**config.mk**
```make
export PLATFORM = sky130hd
export DESIGN_NAME = adsr_voice_engine
export DESIGN_NICKNAME = d
export VERILOG_FILES = /design/src/rtl/adsr_voice_engine.sv
export SDC_FILE = /design/constraint.sdc
export NUM_CORES = 1
export LEC_CHECK = 0
export CORE_ASPECT_RATIO = 0.7
export CORE_MARGIN = 8
export CORE_UTILIZATION = 38
export CTS_CLUSTER_DIAMETER = 80
export DETAILED_ROUTE_END_ITERATION = 16
export PLACE_DENSITY = 0.6
export SLEW_MARGIN = 20
export SYNTH_ARGS = -nofsm -noshare
export SYNTH_HDL_FRONTEND = slang
export SYNTH_SLANG_ARGS = --single-unit
export TNS_END_PERCENT = 30
```
**constraint.sdc**
```tcl
create_clock -name i_clk -period 5.63 [get_ports i_clk]
set_clock_uncertainty 0.15 [all_clocks]
set_input_delay 1.126 -clock i_clk [delete_from_list [all_inputs] [get_ports i_clk]]
set_output_delay 1.126 -clock i_clk [all_outputs]
set_load 0.05 [all_outputs]
```
**src/rtl/adsr_voice_engine.sv**
```systemverilog
`timescale 1ns/1ps
// adsr_voice_engine
//   Time-multiplexed ADSR envelope engine. Each sample tick starts a sweep
//   that visits every voice once, one voice per clock. Per-voice envelope
//   state, volume, latched MIDI channel, drum hold counter and pending note
//   flags live in internal register arrays.
//
//   Ports
//     i_clk, i_rst_n          clock, asynchronous active-low reset
//     i_sample_tick           starts a sweep when idle
//     i_attack_rate           added per sweep in ATTACK
//     i_decay_rate            subtracted per sweep in DECAY
//     i_release_rate          subtracted per sweep in RELEASE
//     i_sustain_value         sustain level (upper bits of the volume)
//     i_evt_*                 note event: voice, press/release, channel
//     o_env_*                 per-voice result stream (one voice per cycle)
//     o_sweep_done            pulses with the last voice's result
//     o_busy                  sweep in progress
//     o_tick_overrun          tick arrived while a sweep was running
//
//   Control FSM
//     state      | meaning
//     CTL_IDLE   | waiting for a sample tick
//     CTL_SWEEP  | processing voice idx_q this cycle
//
//   Envelope states (per voice)
//     state       | meaning
//     ENV_BLANK   | silent, volume 0
//     ENV_ATTACK  | ramping up toward VOL_MAX (drum: one sweep at VOL_MAX)
//     ENV_DECAY   | ramping down toward the sustain level
//     ENV_SUSTAIN | holding at sustain (drum: VOL_MAX while hold runs)
//     ENV_RELEASE | ramping down toward 0

module adsr_voice_engine #(
    parameter int NUM_VOICES   = 16,
    parameter int VOL_W        = 18,
    parameter int RATE_W       = 7,
    parameter int DRUM_CHANNEL = 9,
    parameter int DRUM_HOLD    = 64
) (
    input  logic                          i_clk,
    input  logic                          i_rst_n,
    input  logic                          i_sample_tick,
    input  logic [RATE_W-1:0]             i_attack_rate,
    input  logic [RATE_W-1:0]             i_decay_rate,
    input  logic [RATE_W-1:0]             i_release_rate,
    input  logic [RATE_W-1:0]             i_sustain_value,
    input  logic                          i_evt_valid,
    input  logic [$clog2(NUM_VOICES)-1:0] i_evt_voice,
    input  logic                          i_evt_on,
    input  logic [3:0]                    i_evt_channel,
    output logic                          o_env_valid,
    output logic [$clog2(NUM_VOICES)-1:0] o_env_voice,
    output logic [2:0]                    o_env_state,
    output logic [VOL_W-1:0]              o_env_volume,
    output logic                          o_sweep_done,
    output logic                          o_busy,
    output logic                          o_tick_overrun
);

    localparam int VI_W   = $clog2(NUM_VOICES);
    localparam int HOLD_W = $clog2(DRUM_HOLD + 1);
    localparam logic [VOL_W-1:0]  VOL_MAX   = {1'b0, {(VOL_W-1){1'b1}}};
    localparam logic [3:0]        DRUM_CH   = 4'(DRUM_CHANNEL);
    localparam logic [HOLD_W-1:0] HOLD_INIT = HOLD_W'(DRUM_HOLD);
    localparam logic [VI_W-1:0]   LAST_IDX  = VI_W'(NUM_VOICES - 1);

    typedef enum logic [2:0] {
        ENV_BLANK   = 3'd0,
        ENV_ATTACK  = 3'd1,
        ENV_DECAY   = 3'd2,
        ENV_SUSTAIN = 3'd3,
        ENV_RELEASE = 3'd4
    } env_state_e;

    typedef enum logic {CTL_IDLE, CTL_SWEEP} ctl_state_e;

    ctl_state_e          ctl_q, ctl_d;
    logic [VI_W-1:0]     idx_q, idx_d;
    env_state_e          env_q  [NUM_VOICES];
    env_state_e          env_d  [NUM_VOICES];
    logic [VOL_W-1:0]    vol_q  [NUM_VOICES];
    logic [VOL_W-1:0]    vol_d  [NUM_VOICES];
    logic [3:0]          chan_q [NUM_VOICES];
    logic [3:0]          chan_d [NUM_VOICES];
    logic [HOLD_W-1:0]   hold_q [NUM_VOICES];
    logic [HOLD_W-1:0]   hold_d [NUM_VOICES];
    logic [NUM_VOICES-1:0] press_q, press_d;
    logic [NUM_VOICES-1:0] rel_q, rel_d;

    logic                valid_q, valid_d;
    logic [VI_W-1:0]     voice_q, voice_d;
    logic [2:0]          st_out_q, st_out_d;
    logic [VOL_W-1:0]    vol_out_q, vol_out_d;
    logic                done_q, done_d;
    logic                ovr_q, ovr_d;

    // Per-voice datapath for the voice at idx_q
    env_state_e          cur_st, nxt_st;
    logic [VOL_W-1:0]    cur_vol, nxt_vol;
    logic [HOLD_W-1:0]   cur_hold, nxt_hold;
    logic                cur_press, cur_rel, is_drum;
    logic                clr_press, clr_rel;
    logic [VOL_W:0]      atk_sum;
    logic [VOL_W-1:0]    sus_full, dec_v, rel_v;
    logic [VOL_W:0]      dec_floor;

    always_comb begin
        cur_st    = env_q[idx_q];
        cur_vol   = vol_q[idx_q];
        cur_hold  = hold_q[idx_q];
        cur_press = press_q[idx_q];
        cur_rel   = rel_q[idx_q];
        is_drum   = (chan_q[idx_q] == DRUM_CH);

        sus_full  = {1'b0, i_sustain_value, {(VOL_W-1-RATE_W){1'b0}}};
        dec_v     = {{(VOL_W-RATE_W){1'b0}}, i_decay_rate};
        rel_v     = {{(VOL_W-RATE_W){1'b0}}, i_release_rate};
        atk_sum   = {1'b0, cur_vol} + {{(VOL_W+1-RATE_W){1'b0}}, i_attack_rate};
        // vol - dec <= sus rewritten as vol <= sus + dec so nothing can wrap
        dec_floor = {1'b0, sus_full} + {1'b0, dec_v};

        nxt_st    = cur_st;
        nxt_vol   = cur_vol;
        nxt_hold  = cur_hold;
        clr_press = 1'b0;
        clr_rel   = 1'b0;

        if (is_drum) begin
            clr_rel = 1'b1;
            if (cur_press) begin
                clr_press = 1'b1;
                nxt_st    = ENV_ATTACK;
                nxt_vol   = VOL_MAX;
                nxt_hold  = HOLD_INIT;
            end else begin
                case (cur_st)
                    ENV_BLANK: begin
                        nxt_st  = ENV_BLANK;
                    end
                    ENV_ATTACK, ENV_SUSTAIN: begin
                        if (cur_hold == '0) begin
                            nxt_st  = ENV_BLANK;
                            nxt_vol = '0;
                        end else begin
                            nxt_st   = ENV_SUSTAIN;
                            nxt_vol  = VOL_MAX;
                            nxt_hold = cur_hold - HOLD_W'(1);
                        end
                    end
                    default: begin
                        nxt_st  = ENV_BLANK;
                        nxt_vol = '0;
                    end
                endcase
            end
        end else begin
            case (cur_st)
                ENV_BLANK: begin
                    // a release waiting on a silent voice has nothing to do
                    clr_rel = 1'b1;
                    if (cur_press) begin
                        clr_press = 1'b1;
                        nxt_st    = ENV_ATTACK;
                    end
                end
                ENV_ATTACK: begin
                    if (cur_rel) begin
                        clr_rel = 1'b1;
                        nxt_st  = ENV_RELEASE;
                    end else if (atk_sum >= {1'b0, VOL_MAX}) begin
                        nxt_st  = ENV_DECAY;
                        nxt_vol = VOL_MAX;
                    end else begin
                        nxt_vol = atk_sum[VOL_W-1:0];
                    end
                end
                ENV_DECAY: begin
                    if (cur_rel) begin
                        clr_rel = 1'b1;
                        nxt_st  = ENV_RELEASE;
                    end else if (cur_press) begin
                        clr_press = 1'b1;
                        nxt_st    = ENV_ATTACK;
                    end else if ({1'b0, cur_vol} <= dec_floor) begin
                        nxt_st  = ENV_SUSTAIN;
                        nxt_vol = sus_full;
                    end else begin
                        nxt_vol = cur_vol - dec_v;
                    end
                end
                ENV_SUSTAIN: begin
                    if (cur_press) begin
                        clr_press = 1'b1;
                        nxt_st    = ENV_ATTACK;
                    end else if (cur_rel) begin
                        clr_rel = 1'b1;
                        nxt_st  = ENV_RELEASE;
                    end else begin
                        nxt_vol = sus_full;
                    end
                end
                ENV_RELEASE: begin
                    if (cur_press) begin
                        clr_press = 1'b1;
                        nxt_st    = ENV_ATTACK;
                    end else if (cur_vol < rel_v) begin
                        nxt_st  = ENV_BLANK;
                        nxt_vol = '0;
                    end else begin
                        nxt_vol = cur_vol - rel_v;
                    end
                end
                default: begin
                    nxt_st  = ENV_BLANK;
                    nxt_vol = '0;
                end
            endcase
        end
    end

    always_comb begin
        ctl_d     = ctl_q;
        idx_d     = idx_q;
        env_d     = env_q;
        vol_d     = vol_q;
        chan_d    = chan_q;
        hold_d    = hold_q;
        press_d   = press_q;
        rel_d     = rel_q;
        valid_d   = 1'b0;
        voice_d   = voice_q;
        st_out_d  = st_out_q;
        vol_out_d = vol_out_q;
        done_d    = 1'b0;
        ovr_d     = 1'b0;

        case (ctl_q)
            CTL_IDLE: begin
                if (i_sample_tick) begin
                    ctl_d = CTL_SWEEP;
                    idx_d = '0;
                end
            end
            CTL_SWEEP: begin
                ovr_d         = i_sample_tick;
                env_d[idx_q]  = nxt_st;
                vol_d[idx_q]  = nxt_vol;
                hold_d[idx_q] = nxt_hold;
                if (clr_press) press_d[idx_q] = 1'b0;
                if (clr_rel)   rel_d[idx_q]   = 1'b0;
                valid_d   = 1'b1;
                voice_d   = idx_q;
                st_out_d  = nxt_st;
                vol_out_d = nxt_vol;
                idx_d     = idx_q + VI_W'(1);
                if (idx_q == LAST_IDX) begin
                    ctl_d  = CTL_IDLE;
                    done_d = 1'b1;
                end
            end
            default: ctl_d = CTL_IDLE;
        endcase

        // Applied after the consume-clear so an event landing on the voice
        // being processed survives into the next sweep.
        if (i_evt_valid) begin
            press_d[i_evt_voice] = i_evt_on;
            rel_d[i_evt_voice]   = ~i_evt_on;
            if (i_evt_on) chan_d[i_evt_voice] = i_evt_channel;
        end
    end

    always_ff @(posedge i_clk or negedge i_rst_n) begin
        if (!i_rst_n) begin
            ctl_q     <= CTL_IDLE;
            idx_q     <= '0;
            press_q   <= '0;
            rel_q     <= '0;
            valid_q   <= 1'b0;
            voice_q   <= '0;
            st_out_q  <= '0;
            vol_out_q <= '0;
            done_q    <= 1'b0;
            ovr_q     <= 1'b0;
            for (int i = 0; i < NUM_VOICES; i++) begin
                env_q[i]  <= ENV_BLANK;
                vol_q[i]  <= '0;
                chan_q[i] <= '0;
                hold_q[i] <= '0;
            end
        end else begin
            ctl_q     <= ctl_d;
            idx_q     <= idx_d;
            env_q     <= env_d;
            vol_q     <= vol_d;
            chan_q    <= chan_d;
            hold_q    <= hold_d;
            press_q   <= press_d;
            rel_q     <= rel_d;
            valid_q   <= valid_d;
            voice_q   <= voice_d;
            st_out_q  <= st_out_d;
            vol_out_q <= vol_out_d;
            done_q    <= done_d;
            ovr_q     <= ovr_d;
        end
    end

    assign o_env_valid    = valid_q;
    assign o_env_voice    = voice_q;
    assign o_env_state    = st_out_q;
    assign o_env_volume   = vol_out_q;
    assign o_sweep_done   = done_q;
    assign o_busy         = (ctl_q == CTL_SWEEP);
    assign o_tick_overrun = ovr_q;

endmodule
```
# ---- After elaboration in Yosys (flattened, before gate mapping)
# Cells that the tools add are included.
dict set report op_classes {
  add_sub_neg 6
  magnitude_cmp 11
  n_eq_ne 7
  muxes 90
  bitwise 7
  n_reduce_logical 10
}
# cell n
set ops {}
lappend ops {{$bwmux W288} 1}
lappend ops {{$mux W18} 14}
lappend ops {{$bwmux W112} 1}
lappend ops {{$mux W16} 6}
lappend ops {{$pmux W18 S5} 1}
lappend ops {{$bmux W18 S4} 1}
lappend ops {{$demux W18 S4} 1}
lappend ops {{$bwmux W64} 1}
lappend ops {{$mux W7} 7}
lappend ops {{$bwmux W48} 1}
lappend ops {{$mux W3} 14}
lappend ops {{$pmux W18 S2} 1}
lappend ops {{$sub A18 B7 Y18} 2}
lappend ops {{$and A16 B16 Y16} 2}
lappend ops {{$bwmux W16} 2}
lappend ops {{$bmux W7 S4} 1}
lappend ops {{$demux W7 S4} 1}
lappend ops {{$add A18 B7 Y19} 1}
lappend ops {{$ge A19 B17 Y1 const B} 1}
lappend ops {{$add A17 B7 Y18} 1}
lappend ops {{$le A18 B18 Y1} 1}
lappend ops {{$lt A18 B7 Y1} 1}
lappend ops {{$mux W17} 1}
lappend ops {{$bmux W4 S4} 1}
lappend ops {{32 further kinds} 67}
dict set report totals {
  ff_bits 577
  inputBits 41
  out_inout_bits 29
  word_cells 205
}

# ---- Depth between registers and ports, before layout
# Gate-level depths: netlist of run 1.
dict set report logic_depth {
  word_depth 12
  mapped_depth 27
  ltp_nobuf 16
}

# ---- Worst setup path after synthesis of run 1
# Ideal clock, no wire load.
dict set report synth_path {
  path_kind {reg2reg}
  startpoint {reg idx_q[0]}
  endpoint {reg vol_out_q[16], in the netlist o_env_volume[16]}
  setup_time_ns 0.126
  t_arrival_ns 5.913
  required_time_ns 5.354
  setup_slack_ns -0.559
  path_stages_with_launch 26
  n_path_buf 9
  period_less_slack_ns 6.189
  path_cell_list {dfrtp_1 -> buf_6 -> buf_12 -> buf_8 -> buf_6 -> buf_6 -> buf_4 -> buf_4 -> buf_2 -> mux4_2 -> mux4_2 -> inv_1 -> ha_1 -> inv_1 -> fa_1 -> a21o_1 -> a21oi_1 -> o21ai_0 -> a211oi_1 -> and2_1 -> a31o_2 -> o32ai_1 -> a221o_1 -> o31ai_4 -> buf_2 -> a21oi_1}
}
dict set report synth_via {
  elab_chain_cells 10
  word_cells_on_any_way 45
  classes_between {add/sub: 3; order compare: 3; eq/ne: 5; mux: 30; bitwise: 1; reduce/logical: 3}
}
# element line_no
set synth_rtl {}
lappend synth_rtl {{start: declaration} 79} ;# logic [VI_W-1:0] idx_q, idx_d;
lappend synth_rtl {{start signal: assignment} 294} ;# idx_q <= idx_d;
lappend synth_rtl {{$not A4 Y5 (implied by the code)} n/a}
lappend synth_rtl {{$bmux W18 S4} 110} ;# cur_vol = vol_q[idx_q];
lappend synth_rtl {{$mux W18 (implied by the code) (2 in series)} 110}
lappend synth_rtl {{$add A18 B7 Y19 (tied with other cells)} 119} ;# atk_sum = {1'b0, cur_vol} + {{(VOL_W+1-RATE_W){1'b0}}, i_attack_rate};
lappend synth_rtl {{$ge A19 B17 Y1 / $mux W18 (equally long branches)} {171, 185}}
lappend synth_rtl {{$mux W18 (on tied branches)} {171, 182}}
lappend synth_rtl {{$mux W18 (on tied branches)} {168, 179}}
lappend synth_rtl {{$pmux W18 S5} 158} ;# case (cur_st)
lappend synth_rtl {{$mux W18 *} 129} ;# if (is_drum) begin
lappend synth_rtl {{end signal: assignment} 304} ;# vol_out_q <= vol_out_d;
lappend synth_rtl {{end: declaration} 94} ;# logic [VOL_W-1:0] vol_out_q, vol_out_d;
# Every way passes the cells marked *; elsewhere a longest branch is shown, timed or not. The select of a mux whose other input is x is not followed.
# A chain may end at the register's enable or synchronous reset.

# ---- Worst setup path after layout of run 1
dict set report layout_path {
  startpoint {reg idx_q[0]}
  endpoint {reg vol_out_q[3], in the netlist o_env_volume[3]}
}
# Same word-level chain as after synthesis.

==> impl_metrics.env, run 1 <==
export IMPL_fin_crit_sh=0.954
export IMPL_dieHeight_um=249
export IMPL_first_pass_iters=7
export IMPL_grt_pass1_vias=23500
export IMPL_synthArstFlopShare=1.00
export IMPL_pre_cts_ws_ps=104
export IMPL_area_growth_pct=14.5
export IMPL_rsz0062_at_grt="false"
export IMPL_cts_root_buffer="clkbuf_16"
export IMPL_coreArea_um2=76800
export IMPL_drive_above_1_share=0.192
export IMPL_holdPathStages=2
export IMPL_synth_avg_cell_area_um2=10.4
export IMPL_critPathRequiredTime_ps=5990
export IMPL_relSlewSlack=0.281
export IMPL_num_vias=23300
export IMPL_critical_path_cell_chain="buf_4 -> mux4_2 -> a22o_1 -> a221oi_4 -> inv_2 -> ha_1 -> nand2_1 -> o21a_1 -> a21o_1 -> o2bb2ai_1 -> a21o_1 -> and2_1 -> buf_4 -> o41a_1 -> o211ai_1 -> a31oi_2 -> buf_4 -> o31ai_1"
export IMPL_highest_layer="met4"
export IMPL_routed_via_density=5.90
export IMPL_hold_buffers=0
export IMPL_drt_wl_total_um=95300
export IMPL_wl_met2_um=40300
export IMPL_final_util=0.439
export IMPL_cts_max_level=2
export IMPL_holdPathEnd="hold_q[65]$_DFFE_PN0P_"
export IMPL_crit_path_start_kind="flop"
export IMPL_min_path_type="reg2reg"
export IMPL_num_io_pins=70
export IMPL_setup_viol=0
export IMPL_antenna_cells=0
export IMPL_tns_ps=0
export IMPL_cts_inserted_buffers=57
export IMPL_rrSetupSlack_ps=260
export IMPL_finalWorstSetupSlack_ps=260
export IMPL_clockBufferDepth=3
export IMPL_ys_seq_area_frac=0.491
export IMPL_antenna_left=0
export IMPL_grt_max_degree=108
export IMPL_wl_met3_um=8920
export IMPL_end_kind="flop"
export IMPL_crit_path_top_delay_cell="dfrtp_4"
export IMPL_initial_utilization=0.383
export IMPL_critical_path_peak_fanout=17
export IMPL_path_delay_family="compound AO/OA/AOI/OAI gates"
export IMPL_r2r_end="o_env_volume[3]$_DFFE_PN0P_"
export IMPL_clkLatencyLatePin_ps=630
export IMPL_dieArea_um2=86800
export IMPL_critPathBufInv=4
export IMPL_overflow=0
export IMPL_final_hold_viol_count=0
export IMPL_yosys_warnings=0
export IMPL_critical_path_class="reg2reg"
export IMPL_synth_edff_count=0
export IMPL_drc=0
export IMPL_layout_nets=2940
export IMPL_min_period_ps=5370
export IMPL_grt_usage=0.216
export IMPL_reg2reg_depth=18
export IMPL_crit_path_frequent_cell="buf_4"
export IMPL_io_buffers=69
export IMPL_first_iter_violations=2507
export IMPL_tightest_slew_ps=1080
export IMPL_cts_clk_slew_worst_paths_ps=60
export IMPL_synth_ff_type="dfrtp_1"
export IMPL_status="completed"
export IMPL_drv_slew=0
export IMPL_yosysUniqueCellTypes=105
export IMPL_dp_cells=3846
export IMPL_syn_inst=2828
export IMPL_tritoncts="done"
export IMPL_crit_arrival_ps=5730
export IMPL_num_rows=85
export IMPL_synth_nets=2905
export IMPL_gp_congestion=0.954
export IMPL_instances_no_fill=3952
export IMPL_final_cell_mix="dfrtp_1 (572), nand2_1 (537), o21ai_0 (284)"
export IMPL_max_freq_ghz=0.186
export IMPL_numClockSinks=577
export IMPL_routedWlPerCell_um=24.1
export IMPL_dpl_hpwl_um=64800
export IMPL_reg2reg_from="idx_q[0]$_DFFE_PN0P_"
export IMPL_antenna_found_initial=1
export IMPL_met1_length_um=43600
export IMPL_syn_area_um2=29400
export IMPL_grt_pass1_wl_um=146000
export IMPL_max_cap_violations=0
export IMPL_critPathMaxStageDelay_ps=610
export IMPL_worstHoldStart="hold_q[65]$_DFFE_PN0P_"
export IMPL_synth_seq_cells=577
export IMPL_die_x_um=349
export IMPL_final_common_cell="dfrtp_1"
## Yosys cell counts (21+ instances only)
library cell / number / area share
dfrtp_1: 577 / 0.49
nand2_1: 539 / 0.069
o21ai_0: 289 / 0.049
nor2_1: 184 / 0.023
clkbuf_1: 138 / 0.018
mux4_2: 134 / 0.10
o31ai_1: 95 / 0.024
a21oi_1: 77 / 0.013
a31oi_1: 74 / 0.016
mux2_2: 70 / 0.027
buf_2: 67 / 0.011
nand3_1: 53 / 0.0090
o21ai_1: 45 / 0.0077
inv_1: 41 / 0.0052
o211ai_1: 38 / 0.0097
ha_1: 33 / 0.014
nand4_1: 21 / 0.0045
nor3_1: 21 / 0.0036
## worst min-delay path, cell delays in order (launching register included)
cell and delay, ps:
dfrtp_1 330, nand2_1 40, o21ai_0 60
## per-layer routing
metal,global-route usage,vias up
li1,-,10300
met4,0.0577,0
met5,0,-
met1,0.320,11900
met2,0.311,1025
met3,0.0560,150
## logic make-up after synthesis
family,synth area share
and+or+nand+nor,0.133
AOI/OAI and AO/OA,0.176
muxes,0.133
DFF,0.491
adders and majority gates,0.0161
buffers and inverters,0.0466
xor gates and xnor gates,0.00476
## registers in the layout, indices dropped and copies added (netlist names)
name	cells
vol_q	288
hold_q	112
chan_q	64
env_q	48
o_env_volume	18
press_q	16
rel_q	16
idx_q	4
o_env_voice	4
o_env_state	3
o_busy	1
o_env_valid	1
o_sweep_done	1
o_tick_overrun	1
## per-stage QoR
stage / instance area, um^2 / hold WS, ps
after floorplan: 29500 / 290
after global placement: 31700 / 304
after detailed placement: 31700 / 316
after CTS: 33700 / 329
after global routing: 33700 / 340
final: 33700 / 325
## what timing repair did
| action | 4_1_cts | 5_1_grt |
|---|---|---|
| setup endpoints to repair | 0 | 55 |
| resized for setup | 0 | 3 |
| setup buffers | 0 | 2 |
## worst max path at each step
stage,start,to,slack (ps),cells after the start
finish,idx_q[0]$_DFFE_PN0P_,o_env_volume[3]$_DFFE_PN0P_,260,18
detailed placement,idx_q[0]$_DFFE_PN0P_,vol_q[263]$_DFFE_PN0P_,100,16
global placement,idx_q[0]$_DFFE_PN0P_,vol_q[47]$_DFFE_PN0P_,200,14
floorplan,idx_q[0]$_DFFE_PN0P_,o_env_volume[12]$_DFFE_PN0P_,8,25
global route,idx_q[0]$_DFFE_PN0P_,vol_q[262]$_DFFE_PN0P_,50,14
CTS,idx_q[0]$_DFFE_PN0P_,vol_q[281]$_DFFE_PN0P_,100,16
## cell type report
type	count	area (um^2)
clock inverters	26	322
clock buffers	78	1620
fillers	7166	43100
well taps	1044	1310
inverters	47	176
multi-input cells	1962	13700
flip-flops and latches	577	14500
repair buffers	218	2100
Power of run 1 is not shown: default switching activity piles up to over one toggle a cycle in this logic, so the estimate is an artifact.
==> run 2, diff against run 1 <==
--- a/config.mk
+++ b/config.mk
@@ -11,6 +11,7 @@
 export CTS_CLUSTER_DIAMETER = 80
 export DETAILED_ROUTE_END_ITERATION = 16
 export PLACE_DENSITY = 0.6
+export RECOVER_POWER = 100
 export SLEW_MARGIN = 20
 export SYNTH_ARGS = -nofsm -noshare
 export SYNTH_HDL_FRONTEND = slang
==> run 2 against run 1 <==
Net effect:
- the flow now finishes with violations (capacitance limit, slew limit)
- global-route usage unchanged
- via count up 0.54%
- non-clock buffer count unchanged
- die area unchanged
- register-to-register slack worse by 70 ps
- utilization down 0.46 points
- final area down 1.1%
- sequential share of layout area up 0.45 points
- sequential cell count unchanged
- fmax down 1.2%
- clock-buffer cell count unchanged
==> impl_metrics.env, run 2 (synthesis results as in run 1) <==
export IMPL_end_kind="flop"
export IMPL_drc=0
export IMPL_multi_input_area_um2=13600
export IMPL_reg2reg_from="idx_q[0]$_DFFE_PN0P_"
export IMPL_setup_worst_path_start="idx_q[0]$_DFFE_PN0P_"
export IMPL_cts_inserted_buffers=57
export IMPL_tns_ps=0
export IMPL_initial_utilization=0.383
export IMPL_clockBufferDepth=3
export IMPL_final_hold_viol_count=0
export IMPL_seqCellArea_um2=14400
export IMPL_critical_path_peak_fanout=17
export IMPL_max_freq_ghz=0.184
export IMPL_cts_clk_slew_worst_paths_ps=60
export IMPL_top_register="vol_q"
export IMPL_routedWlPerCell_um=24.2
export IMPL_rsz0062_at_grt="false"
export IMPL_tightest_slew_ps=2820
export IMPL_status="finished, violations left"
export IMPL_drt_wl_total_um=95500
export IMPL_finalWorstSetupSlack_ps=194
export IMPL_antenna_cells=0
export IMPL_area_growth_pct=13.3
export IMPL_crit_path_start_kind="flop"
export IMPL_io_buffers=69
export IMPL_drv_slew=322
export IMPL_violations="capacitance limit, slew limit"
export IMPL_layout_nets=2940
export IMPL_min_period_ps=5440
export IMPL_numClockSinks=577
export IMPL_fin_crit_sh=0.965
export IMPL_nFillCells=7238
export IMPL_min_path_type="reg2reg"
export IMPL_routed_via_density=5.93
export IMPL_cts_max_level=2
export IMPL_largest_register_ffs=288
export IMPL_pre_cts_ws_ps=104
export IMPL_largestRegisters="vol_q (288), hold_q (112), chan_q (64)"
export IMPL_num_rows=85
export IMPL_grt_pass1_wl_um=146000
export IMPL_antenna_left=0
export IMPL_clkLatencyLatePin_ps=630
export IMPL_final_common_cell="dfrtp_1"
export IMPL_num_io_pins=70
export IMPL_die_x_um=349
export IMPL_final_cell_mix="dfrtp_1 (573), nand2_1 (537), o21ai_0 (320)"
export IMPL_setup_viol=0
export IMPL_max_cap_violations=5
export IMPL_num_vias=23400
export IMPL_coreArea_um2=76800
export IMPL_grt_max_degree=108
export IMPL_grt_usage=0.216
export IMPL_dieHeight_um=249
export IMPL_grt_pass1_vias=23500
export IMPL_overflow=0
export IMPL_first_pass_iters=7
export IMPL_critical_path_class="reg2reg"
export IMPL_antenna_found_initial=4
export IMPL_dieArea_um2=86800
export IMPL_dpl_hpwl_um=64800
export IMPL_drive_above_1_share=0.178
export IMPL_tritoncts="done"
export IMPL_cts_root_buffer="clkbuf_16"
export IMPL_gp_congestion=0.954
export IMPL_hold_buffers=0
export IMPL_critPathRequiredTime_ps=5940
export IMPL_relSlewSlack=-0.878
export IMPL_crit_arrival_ps=5740
export IMPL_first_iter_violations=2887
export IMPL_worstHoldStart="hold_q[65]$_DFFE_PN0P_"
-- run 2: cell types whose count changed in the layout (fill, tap and decap cells not counted), moves of 3 or more --
| cell | previous run | this run |
|---|---|---|
| o31ai_2 | 11 | 3 |
| buf_12 | 23 | 14 |
| and2_1 | 8 | 5 |
| clkbuf_1 | 10 | 21 |
| o31ai_1 | 95 | 104 |
| dlygate4sd3_1 | 0 | 32 |
| clkdlybuf4s50_1 | 67 | 35 |
| clkbuf_2 | 0 | 10 |
| o21ai_2 | 13 | 4 |
| buf_4 | 126 | 111 |
| o21ai_1 | 48 | 21 |
| and2_0 | 1 | 4 |
| o21ai_0 | 284 | 320 |
-- run 2: per-stage QoR --
stage	cells	util	hold WS [ps]	area, um^2
after global routing	3952	0.434	340	33400
after detailed placement	3846	0.413	316	31700
after CTS	3950	0.438	329	33700
after global placement	3846	0.413	304	31700
final	3952	0.434	325	33400
after floorplan	2828	-	290	29500
-- run 2: final cells by class --
type                       count  share of cell area
clock inverter                26             0.00964
timing repair buffer         218              0.0571
clock buffer                  78              0.0484
tap                         1044              0.0392
sequential                   577               0.433
inverter                      47             0.00529
multi-input combinational   1962               0.407
-- run 2: what timing repair did --
action | in CTS | in global routing
endpoints found under the setup margin | 0 | 55
buffers inserted | 0 | 2
gates resized for setup | 0 | 3
endpoints found under the hold margin | 0 | 0
-- run 2: worst max-delay path, cell delays in order, from the launching register on --
cell and delay, ps:
dfrtp_4 610, buf_12 190, mux4_2 510, mux4_2 630, fa_1 480, a21o_1 190
a21oi_2 160, o21ai_1 140, a211oi_1 440, and2_0 340, a31oi_1 250, clkbuf_1 240
a211oi_1 230, o21ai_1 120, o31ai_2 270, buf_12 210, o21ai_0 100
-- run 2: layer usage --
| layer | up-vias | track usage | share of wire |
|---|---|---|---|
| li1 | 10300 | - | - |
| met1 | 11900 | 0.320 | 0.46 |
| met2 | 1096 | 0.311 | 0.42 |
| met3 | 153 | 0.0560 | 0.095 |
| met4 | 0 | 0.0577 | 0.026 |
| met5 | - | 0 | 0 |
-- run 2: path summary, 6_finish.rpt --
| check | slack (ps) | depth (start not counted) | end |
|---|---|---|---|
| max in group asynchronous | 860 | 2 | hold_q[65]$_DFFE_PN0P_ |
| worst max-delay path | 190 | 16 | vol_q[8]$_DFFE_PN0P_ |
| worst min register to register | 330 | 2 | hold_q[65]$_DFFE_PN0P_ |
| worst max register to register | 190 | 16 | vol_q[8]$_DFFE_PN0P_ |
| min in group asynchronous | 1180 | 1 | o_sweep_done$_DFF_PN0_ |
| worst min-delay path | 330 | 2 | hold_q[65]$_DFFE_PN0P_ |
Power of run 2 is left out for the same reason.
==> run 3, diff against run 2 <==
--- a/config.mk
+++ b/config.mk
@@ -5,6 +5,7 @@
 export SDC_FILE = /design/constraint.sdc
 export NUM_CORES = 1
 export LEC_CHECK = 0
+export ABC_AREA = 1
 export CORE_ASPECT_RATIO = 0.7
 export CORE_MARGIN = 8
 export CORE_UTILIZATION = 38
@@ -12,6 +13,7 @@
 export DETAILED_ROUTE_END_ITERATION = 16
 export PLACE_DENSITY = 0.6
 export RECOVER_POWER = 100
+export REMOVE_ABC_BUFFERS = 1
 export SLEW_MARGIN = 20
 export SYNTH_ARGS = -nofsm -noshare
 export SYNTH_HDL_FRONTEND = slang
==> run 3 against run 2 <==
Net effect:
- the flow still finishes with violations (capacitance limit, slew limit)
- critical path depth rose by 9
- first-iteration DRC count rose by 17%
- setup slack improved by 81 ps
- sequential cell count did not move
- global-route usage rose by 2.0 points
- clock-buffer cell count rose by 13
- worst hold slack got worse by 11 ps
- non-clock buffer count fell by 16
- final area rose by 2.7%
- register-to-register slack improved by 80 ps
- via count rose by 20%
- largest cell class unchanged
==> impl_metrics.env, run 3 <==
export IMPL_critPathRequiredTime_ps=5920
export IMPL_syn_area_um2=30500
export IMPL_reg2reg_depth=25
export IMPL_final_hold_viol_count=0
export IMPL_routedWlPerCell_um=20.9
export IMPL_first_iter_violations=3382
export IMPL_cts_max_level=2
export IMPL_drv_slew=533
export IMPL_crit_path_start_kind="flop"
export IMPL_num_rows=87
export IMPL_cts_inserted_buffers=58
export IMPL_setup_worst_path_start="idx_q[2]$_DFFE_PN0P_"
export IMPL_reg2reg_from="idx_q[2]$_DFFE_PN0P_"
export IMPL_overflow=0
export IMPL_synth_common_cells="nand2_1 (1479), dfrtp_1 (577), o21ai_0 (504)"
export IMPL_final_util=0.428
export IMPL_grt_pass1_wl_um=165000
export IMPL_yosysTopAreaCellShare=0.473
export IMPL_coreArea_um2=80000
export IMPL_synth_ff_type="dfrtp_1"
export IMPL_max_freq_ghz=0.187
export IMPL_critPathBufInv=5
export IMPL_r2r_end="o_env_state[1]$_DFFE_PN0P_"
export IMPL_end_kind="flop"
export IMPL_tightest_slew_ps=3810
export IMPL_synth_edff_count=0
export IMPL_dieArea_um2=89700
export IMPL_largestRegisters="vol_q (288), hold_q (112), chan_q (64)"
export IMPL_layout_nets=4168
export IMPL_synth_seq_cells=577
export IMPL_synthArstFlopShare=1.00
export IMPL_critPathMaxStageDelay_ps=630
export IMPL_yosysUniqueCellTypes=58
export IMPL_yosysMostFrequentCell="nand2_1"
export IMPL_holdWs_ps=315
export IMPL_final_common_cell="nand2_1"
export IMPL_path_delay_family="simple AND/OR/NAND/NOR gates"
export IMPL_yosys_warnings=0
export IMPL_cp_num_cells=25
export IMPL_die_x_um=355
export IMPL_setup_viol=0
export IMPL_crit_arrival_ps=5640
export IMPL_dieHeight_um=253
export IMPL_grt_pass1_vias=25700
export IMPL_max_cap_violations=8
export IMPL_relSlewSlack=-1.54
export IMPL_status="finished, violations left"
export IMPL_largest_register_ffs=288
export IMPL_fin_crit_sh=0.951
export IMPL_dpl_hpwl_um=68300
export IMPL_min_path_type="in2async"
export IMPL_grt_max_degree=130
export IMPL_num_io_pins=70
export IMPL_critical_path_class="reg2reg"
export IMPL_antenna_left=0
export IMPL_rrSetupSlack_ps=280
export IMPL_cts_clk_slew_worst_paths_ps=60
export IMPL_clkLatencyLatePin_ps=650
export IMPL_drc=0
export IMPL_area_growth_pct=12.3
export IMPL_tritoncts="done"
export IMPL_ys_seq_area_frac=0.473
export IMPL_final_cell_mix="nand2_1 (1483), dfrtp_1 (574), o21ai_0 (550)"
export IMPL_routed_via_density=5.40
export IMPL_tns_ps=0
export IMPL_num_vias=28100
export IMPL_first_pass_iters=8
export IMPL_crit_path_top_delay_cell="nor2_4"
export IMPL_synth_top_area_cell="dfrtp_1"
export IMPL_io_buffers=69
export IMPL_clockBufferDepth=3
export IMPL_gp_congestion=0.951
export IMPL_min_period_ps=5350
export IMPL_hold_buffers=0
export IMPL_violations="capacitance limit, slew limit"
export IMPL_cts_root_buffer="clkbuf_16"
export IMPL_top_register="vol_q"
export IMPL_drive_above_1_share=0.0699
export IMPL_crit_path_frequent_cell="nand2_1"
export IMPL_grt_usage=0.236
export IMPL_cp_endpoint="o_env_state[1]$_DFFE_PN0P_"
export IMPL_critical_path_peak_fanout=17
export IMPL_syn_inst=4073
export IMPL_yosys_top_cells_area="dfrtp_1 (47%), nand2_1 (18%), o21ai_0 (8.3%)"
export IMPL_rsz0062_at_grt="false"
export IMPL_initial_utilization=0.381
export IMPL_antenna_found_initial=2
export IMPL_numClockSinks=577
export IMPL_drt_wl_total_um=109000
export IMPL_synth_avg_cell_area_um2=7.49
-- run 3: cell types whose count changed after synthesis, moves of 32 or more --
cell     change
nand2_1    +940
o21ai_0    +215
inv_1      +197
nor2_1     +188
mux4_2     -134
o31ai_1     -92
o22ai_1     +79
mux2_2      -70
nand3_1     +36
a21oi_1     +32
-- run 3: cell type report --
type / instances / area [um^2]
diodes: 1 / 2.50
clock buffers: 91 / 1730
clock inverters: 15 / 198
fillers: 8202 / 45700
inverters: 259 / 996
multi-input cells: 2993 / 13800
flip-flops and latches: 577 / 14400
well taps: 1068 / 1340
repair buffers: 202 / 1720
-- run 3: per-stage QoR --
| step | std cells | area [um^2] | setup slack (ps) |
|---|---|---|---|
| global route | 5205 | 34300 | 5.98 |
| global placement | 5095 | 32500 | 362 |
| floorplan | 3829 | 29100 | -5690 |
| finish | 5206 | 34300 | 275 |
| CTS | 5201 | 34400 | 288 |
| detailed placement | 5095 | 32500 | 339 |
-- run 3: kinds of logic after synthesis --
family,after synthesis,share of synthesized area
fa+ha+maj,36,0.0155
flops,577,0.473
xor+xnor,35,0.0100
buf+inv,503,0.0767
mux,7,0.00230
compound gates,881,0.157
simple gates,2034,0.265
-- run 3: what timing repair did --
| action | in CTS | in global routing |
|---|---|---|
| gates resized for setup | 0 | 5 |
| setup buffers | 0 | 4 |
| setup endpoints to repair | 0 | 204 |
-- run 3: worst min path at each step --
stage                                 startpoint                endpoint  slack [ps]  cells after the start
after floorplan           vol_q[102]$_DFFE_PN0P_  vol_q[102]$_DFFE_PN0P_         290                      2
after global placement    hold_q[31]$_DFFE_PN0P_  hold_q[31]$_DFFE_PN0P_         310                      2
after detailed placement  hold_q[59]$_DFFE_PN0P_  hold_q[59]$_DFFE_PN0P_         310                      2
after CTS                 hold_q[59]$_DFFE_PN0P_  hold_q[59]$_DFFE_PN0P_         330                      2
after global routing       vol_q[49]$_DFFE_PN0P_   vol_q[49]$_DFFE_PN0P_         340                      2
final                                    i_rst_n  hold_q[12]$_DFFE_PN0P_         310                      1
-- run 3: worst reg2reg max path, cell delays in order (launching register included) --
cell and delay (ps):
dfrtp_1 490, nor2_4 630, nand2_1 120, nand4_1 170, buf_4 240, inv_1 160, fa_1 440, inv_1 90
nand4_1 90, nand3_1 130, nand2_1 60, nand2_1 200, nand3_1 180, nor2_2 210, nand2_1 100, nand2_1 80
nand2_1 80, nand2_1 60, nor2_1 40, nand2_1 110, nand2_1 250, buf_4 250, a22oi_1 340, o21a_1 220
buf_12 160, o21ai_1 80
-- run 3: metal layers --
metal	vias to the layer above	routed length (um)	global-route usage
met1	13500	51100	0.360
met5	-	20	0
li1	13200	-	-
met3	201	9470	0.0411
met4	2	3250	0.0657
met2	1225	45000	0.340
Power of run 3 is left out for the same reason.
==> patch 1 (flow settings as in run 1) <==
Reset style: synchronous (`i_rst_n`), changed in one clocked block. Comments in the files are not updated.
--- a/src/rtl/adsr_voice_engine.sv
+++ b/src/rtl/adsr_voice_engine.sv
@@ -271,7 +271,7 @@
         end
     end
 
-    always_ff @(posedge i_clk or negedge i_rst_n) begin
+    always_ff @(posedge i_clk) begin
         if (!i_rst_n) begin
             ctl_q     <= CTL_IDLE;
             idx_q     <= '0;
Check against the original RTL: differs if i_rst_n is asserted again (counterexample within 4 cycles, from zero or initial values and one cycle with i_rst_n low); with i_rst_n held inactive, the same outputs for 4 cycles.
==> patch 1 against run 1 <==
Setup slack worse by 0.025 ns; sequential cell count unchanged; maximum frequency down 0.46%; cell area down 3.8%; routed wire length up 5.1%; area after synthesis down 3.8%; critical path type unchanged; highest routed layer unchanged.
==> patch 1: results (changes against run 1) <==
Place
  – Post-DP HPWL: 66.3 mm (was 64.8 mm)
  – Placed Area: 30400 sq um (was 31700 sq um)
  – GPL Wtd Cong: 1.01 (was 0.954)
  – Pre-CTS setup slack: -0.00503 ns (was 0.104 ns)
  – Placed instance count: 4071 (was 3846)
  – Port Buf Inserts: 69 (unchanged)

Clock network
  – CTS clk-pin slew, worst paths: 0.07 ns
  – H-tree Lvls: 2 (unchanged)
  – Root buffer cell: clkbuf_16 (unchanged)
  – Cts bufs inserted: 57 (unchanged)
  – Clk Latency, worst-skew pair: 0.65 ns (was 0.63 ns)
  – Max Buffers Root-to-Sink: 3 (unchanged)

Yosys
  – Syn avg cell area: 8.93 sq um (was 10.4 sq um)
  – Post-synthesis sequential area ratio: 40.8% (was 49.1%)
  – Syn. warnings: 0 (unchanged)
  – Most instantiated cells after synthesis: dfxtp_1 (577), o21ai_0 (400), a21oi_1 (391) (was dfrtp_1 (577), nand2_1 (539), o21ai_0 (289))
  – Dominant cells by area after synthesis: dfxtp_1 (41%), mux4_2 (9.7%), o21ai_0 (7.1%) (was dfrtp_1 (49%), mux4_2 (10%), nand2_1 (6.9%))
  – Async SR Flop Fraction: 0% (was 100%)
  – Synth cell types: 97 (was 105)

Min path
  – Min-delay worst type: flop to flop (unchanged)

Outcome
  – Status: completed (unchanged)

Detailed routing
  – DRT Pass-1 Iters: 5 (was 7)
  – Initial drt markers: 2926 (was 2507)
  – Vias: 25.1k (was 23.3k)
  – Total Routed Length: 100 mm (was 95.3 mm)

Power and ir drop
  – VDD IR-drop max: 0.204 mV
  – Leak: 11.6 nW

Global route
  – Global-route total usage across every layer: 23.1% (was 21.6%)
  – First-pass GRT wire length: 152 mm (was 146 mm)
  – Vias in the first global route: 23.4k (was 23.5k)
  – Initial antenna violation count: 1 (unchanged)
  – Largest net degree at the start of global routing: 255 (was 108)

Final layout
  – Final std cells w/o fill: 4177 (was 3952)
  – Share of layout cells above drive strength 1: 16.0% (was 19.2%)
  – FILL cells: 7142 (was 7166)
  – Fin nets: 3234 (was 2940)
  – Top flop regs: vol_q x288, hold_q x112, chan_q x64 (unchanged)

Critical path
  – Crit-path max FO: 22 (was 17)
  – Slowest CP cell: dfxtp_2 (was dfrtp_4)
  – CP arrival: 5.80 ns (was 5.73 ns)
  – Max incr delay on CP: 0.96 ns (was 0.61 ns)

STA
  – Fin. max-slew vios: 0 (unchanged)
  – Slew headroom: 27.5% (was 28.1%)
==> patch 1: changes by cell type after synthesis, moves of 46 or more <==
| cell | delta |
|---|---|
| a21oi_1 | +314 |
| mux2i_1 | +51 |
| nand3_1 | +74 |
| o31ai_1 | -77 |
| dfrtp_1 | -577 |
| a211oi_1 | +109 |
| dfxtp_1 | +577 |
| mux2_2 | -58 |
| o21ai_0 | +111 |
| nand2_1 | -281 |
| clkbuf_1 | +62 |
| nor3_1 | +46 |
==> patch 1: path summary, 6_finish.rpt <==
kind | startpoint | endpoint | slack, ns | cells after the start
min reg2reg | vol_q[12] | vol_q[12] | 0.30 | 2
max | idx_q[2] | o_env_volume[8] | 0.23 | 12
max reg2reg | idx_q[2] | o_env_volume[8] | 0.23 | 12
min | vol_q[12] | vol_q[12] | 0.30 | 2
==> patch 1: power by group <==
part	internal, mW	total (mW)	switching (mW)
clock network	2.31	4.01	1.70
registers	4.13	4.16	0.0364
logic	0.493	1.42	0.923
total	6.93	9.59	2.66
==> patch 1: layout make-up <==
| class | count | area, sq um | area share [%] |
|---|---|---|---|
| Antenna cell | 1 | 2.50 | 0.00772 |
| Clock buffer | 85 | 1690 | 5.22 |
| Clock inverter | 16 | 259 | 0.799 |
| Inverter | 48 | 185 | 0.571 |
| Multi-Input combinational cell | 2248 | 15300 | 47.3 |
| Sequential cell | 577 | 11600 | 35.7 |
| Tap cell | 977 | 1220 | 3.77 |
| Timing Repair Buffer | 225 | 2170 | 6.71 |
==> patch 1: routing by layer <==
layer	vias to the layer above	wire length (microns)	GRT usage, %
met5	-	0	0
met4	0	2570	6.45
met3	158	9480	5.73
met2	1115	40500	32.1
met1	12200	47600	34.8
li1	11700	-	-
==> patch 1: kinds of logic (layout without fill, tap and decap cells) <==
group	count (synthesis)	in the layout	synth area share, %
AOI/OAI and AO/OA	1151	1151	24.4
and+or+nand+nor	845	845	13.9
DFF	577	577	40.8
buffers and inverters	346	374	5.79
muxes	195	195	12.7
adders and majority gates	36	36	1.67
xor gates and xnor gates	21	21	0.649
other	0	1	0
==> patch 1: repair_timing <==
item | 4_1_cts | 5_1_grt
pin swaps | 0 | 0
gates resized for setup | 0 | 2
hold endpoints to repair | 0 | 0
endpoints found under the setup margin | 1 | 80
setup buffers | 1 | 3
hold buffers | 0 | 0
==> patch 1: critical path: cells and delay by family, from the launching register on <==
| kind | cells | cell delay [ns] |
|---|---|---|
| buffers and inverters | 2 | 0.56 |
| DFF | 1 | 0.96 |
| and+or+nand+nor | 2 | 1.07 |
| AOI/OAI and AO/OA | 8 | 2.52 |
==> patch 2 (config.mk and constraints of run 1) <==
Without the edit above. The parameter `RATE_W` goes from 7 to 14.
--- a/src/rtl/adsr_voice_engine.sv
+++ b/src/rtl/adsr_voice_engine.sv
@@ -34,7 +34,7 @@
 module adsr_voice_engine #(
     parameter int NUM_VOICES   = 16,
     parameter int VOL_W        = 18,
-    parameter int RATE_W       = 7,
+    parameter int RATE_W       = 14,
     parameter int DRUM_CHANNEL = 9,
     parameter int DRUM_HOLD    = 64
 ) (
Interface: changed (resized i_attack_rate, i_decay_rate, i_release_rate and i_sustain_value); port bits go from 70 to 98. The function was not compared with the original's and may differ.
==> patch 2 against run 1 <==
Sequential cell count did not move; core utilization rose by 2.4 points; routed wire length rose by 4.0%; cell area rose by 11%; area after synthesis rose by 5.4%; setup slack got worse by 0.18 ns; hold slack got worse by 0.0035 ns; first-iteration DRC count rose by 0.40%; maximum frequency fell by 3.2%; sequential share of layout area fell by 4.2 points.
Power is not shown: default switching activity piles up to over one toggle a cycle in this logic, so the estimate is an artifact.
==> patch 2: results (changes against run 1) <==
Outcome
  – Status: completed (unchanged)

Detailed routing
  – Initial drt markers: 2517 (was 2507)
  – DR WL/cell: 22.7 microns (was 24.1 microns)
  – DRT Pass-1 Iters: 6 (was 7)
  – Vias/cell: 5.66 (was 5.90)

Clock network
  – Cts bufs inserted: 54 (was 57)
  – Setup Buffers After CTS: 9 (was 0)
  – PostCTS Resize Cnt: 28 (was 0)

Place
  – Post-DP HPWL: 68.2 mm (was 64.8 mm)
  – Placed instance count: 4232 (was 3846)
  – Placed Area: 34700 sq um (was 31700 sq um)
  – GPL Wtd Cong: 0.968 (was 0.954)
  – Pre-CTS setup slack: -1.12 ns (was 0.104 ns)

Yosys
  – Post-synthesis cell count: 2985 (was 2828)
  – Dominant cells by area after synthesis: dfrtp_1 (47%), o21ai_0 (6.5%), nand2_1 (6.0%) (was dfrtp_1 (49%), mux4_2 (10%), nand2_1 (6.9%))
  – Syn_nets: 3131 (was 2905)
  – Synth cell types: 106 (was 105)
  – Mux contribution to synthesized area: 13.8% (was 13.3%)
  – Synth Area in XOR/XNOR: 1.24% (was 0.476%)
  – Most instantiated cells after synthesis: dfrtp_1 (577), nand2_1 (494), o21ai_0 (406) (was dfrtp_1 (577), nand2_1 (539), o21ai_0 (289))
  – Post-synthesis sequential area ratio: 46.5% (was 49.1%)
  – Post-Synth Adder-Cell Area: 3.23% (was 1.61%)

Global route
  – GR met1 Demand/Resource: 33.0% (was 32.0%)
  – M2 GR Usage: 28.9% (was 31.1%)
  – Initial antenna violation count: 2 (was 1)
  – Vias in the first global route: 23.6k (was 23.5k)
  – Global-route total usage across every layer: 21.2% (was 21.6%)
  – Met3 usage: 5.99% (was 5.60%)
  – First-pass GRT wire length: 150 mm (was 146 mm)

Final layout
  – Share of layout cells above drive strength 1: 21.8% (was 19.2%)

Critical path
  – CP startpoint: idx_q[1] (was idx_q[0])
  – Crit-path max FO: 10 (was 17)
  – Slowest CP cell: mux4_2 (was dfrtp_4)
  – Max incr delay on CP: 0.65 ns (was 0.61 ns)

Min path
  – Worst Hold Launch: vol_q[212] (was hold_q[65])

STA
  – Slew headroom: 26.8% (was 28.1%)
[patch 2: path summary, 6_finish.rpt]
| check | endpoint | slack, ns | cells after the start |
|---|---|---|---|
| hold reg to reg | vol_q[212] | 0.32 | 2 |
| setup / recovery | vol_q[10] | 0.08 | 19 |
| min in group asynchronous | hold_q[49] | 0.48 | 1 |
| hold / removal | vol_q[212] | 0.32 | 2 |
| setup reg to reg | vol_q[10] | 0.08 | 19 |
| max in group asynchronous | idx_q[2] | 3.54 | 2 |
[patch 2: final cells by class]
cell class,instances,area [sq um]
diodes,1,2.50
inverters,68,258
flip-flops and latches,577,14500
well taps,1068,1340
multi-input cells,2115,15400
clock buffers,88,1630
fillers,7525,43300
repair buffers,438,4090
clock inverters,13,176
[patch 2: layer usage]
| layer | wire [microns] | part of all wire, % |
|---|---|---|
| met1 | 47700 | 48 |
| met3 | 9660 | 9.7 |
| met4 | 1760 | 1.8 |
| met2 | 40000 | 40 |
| met5 | 0 | 0 |
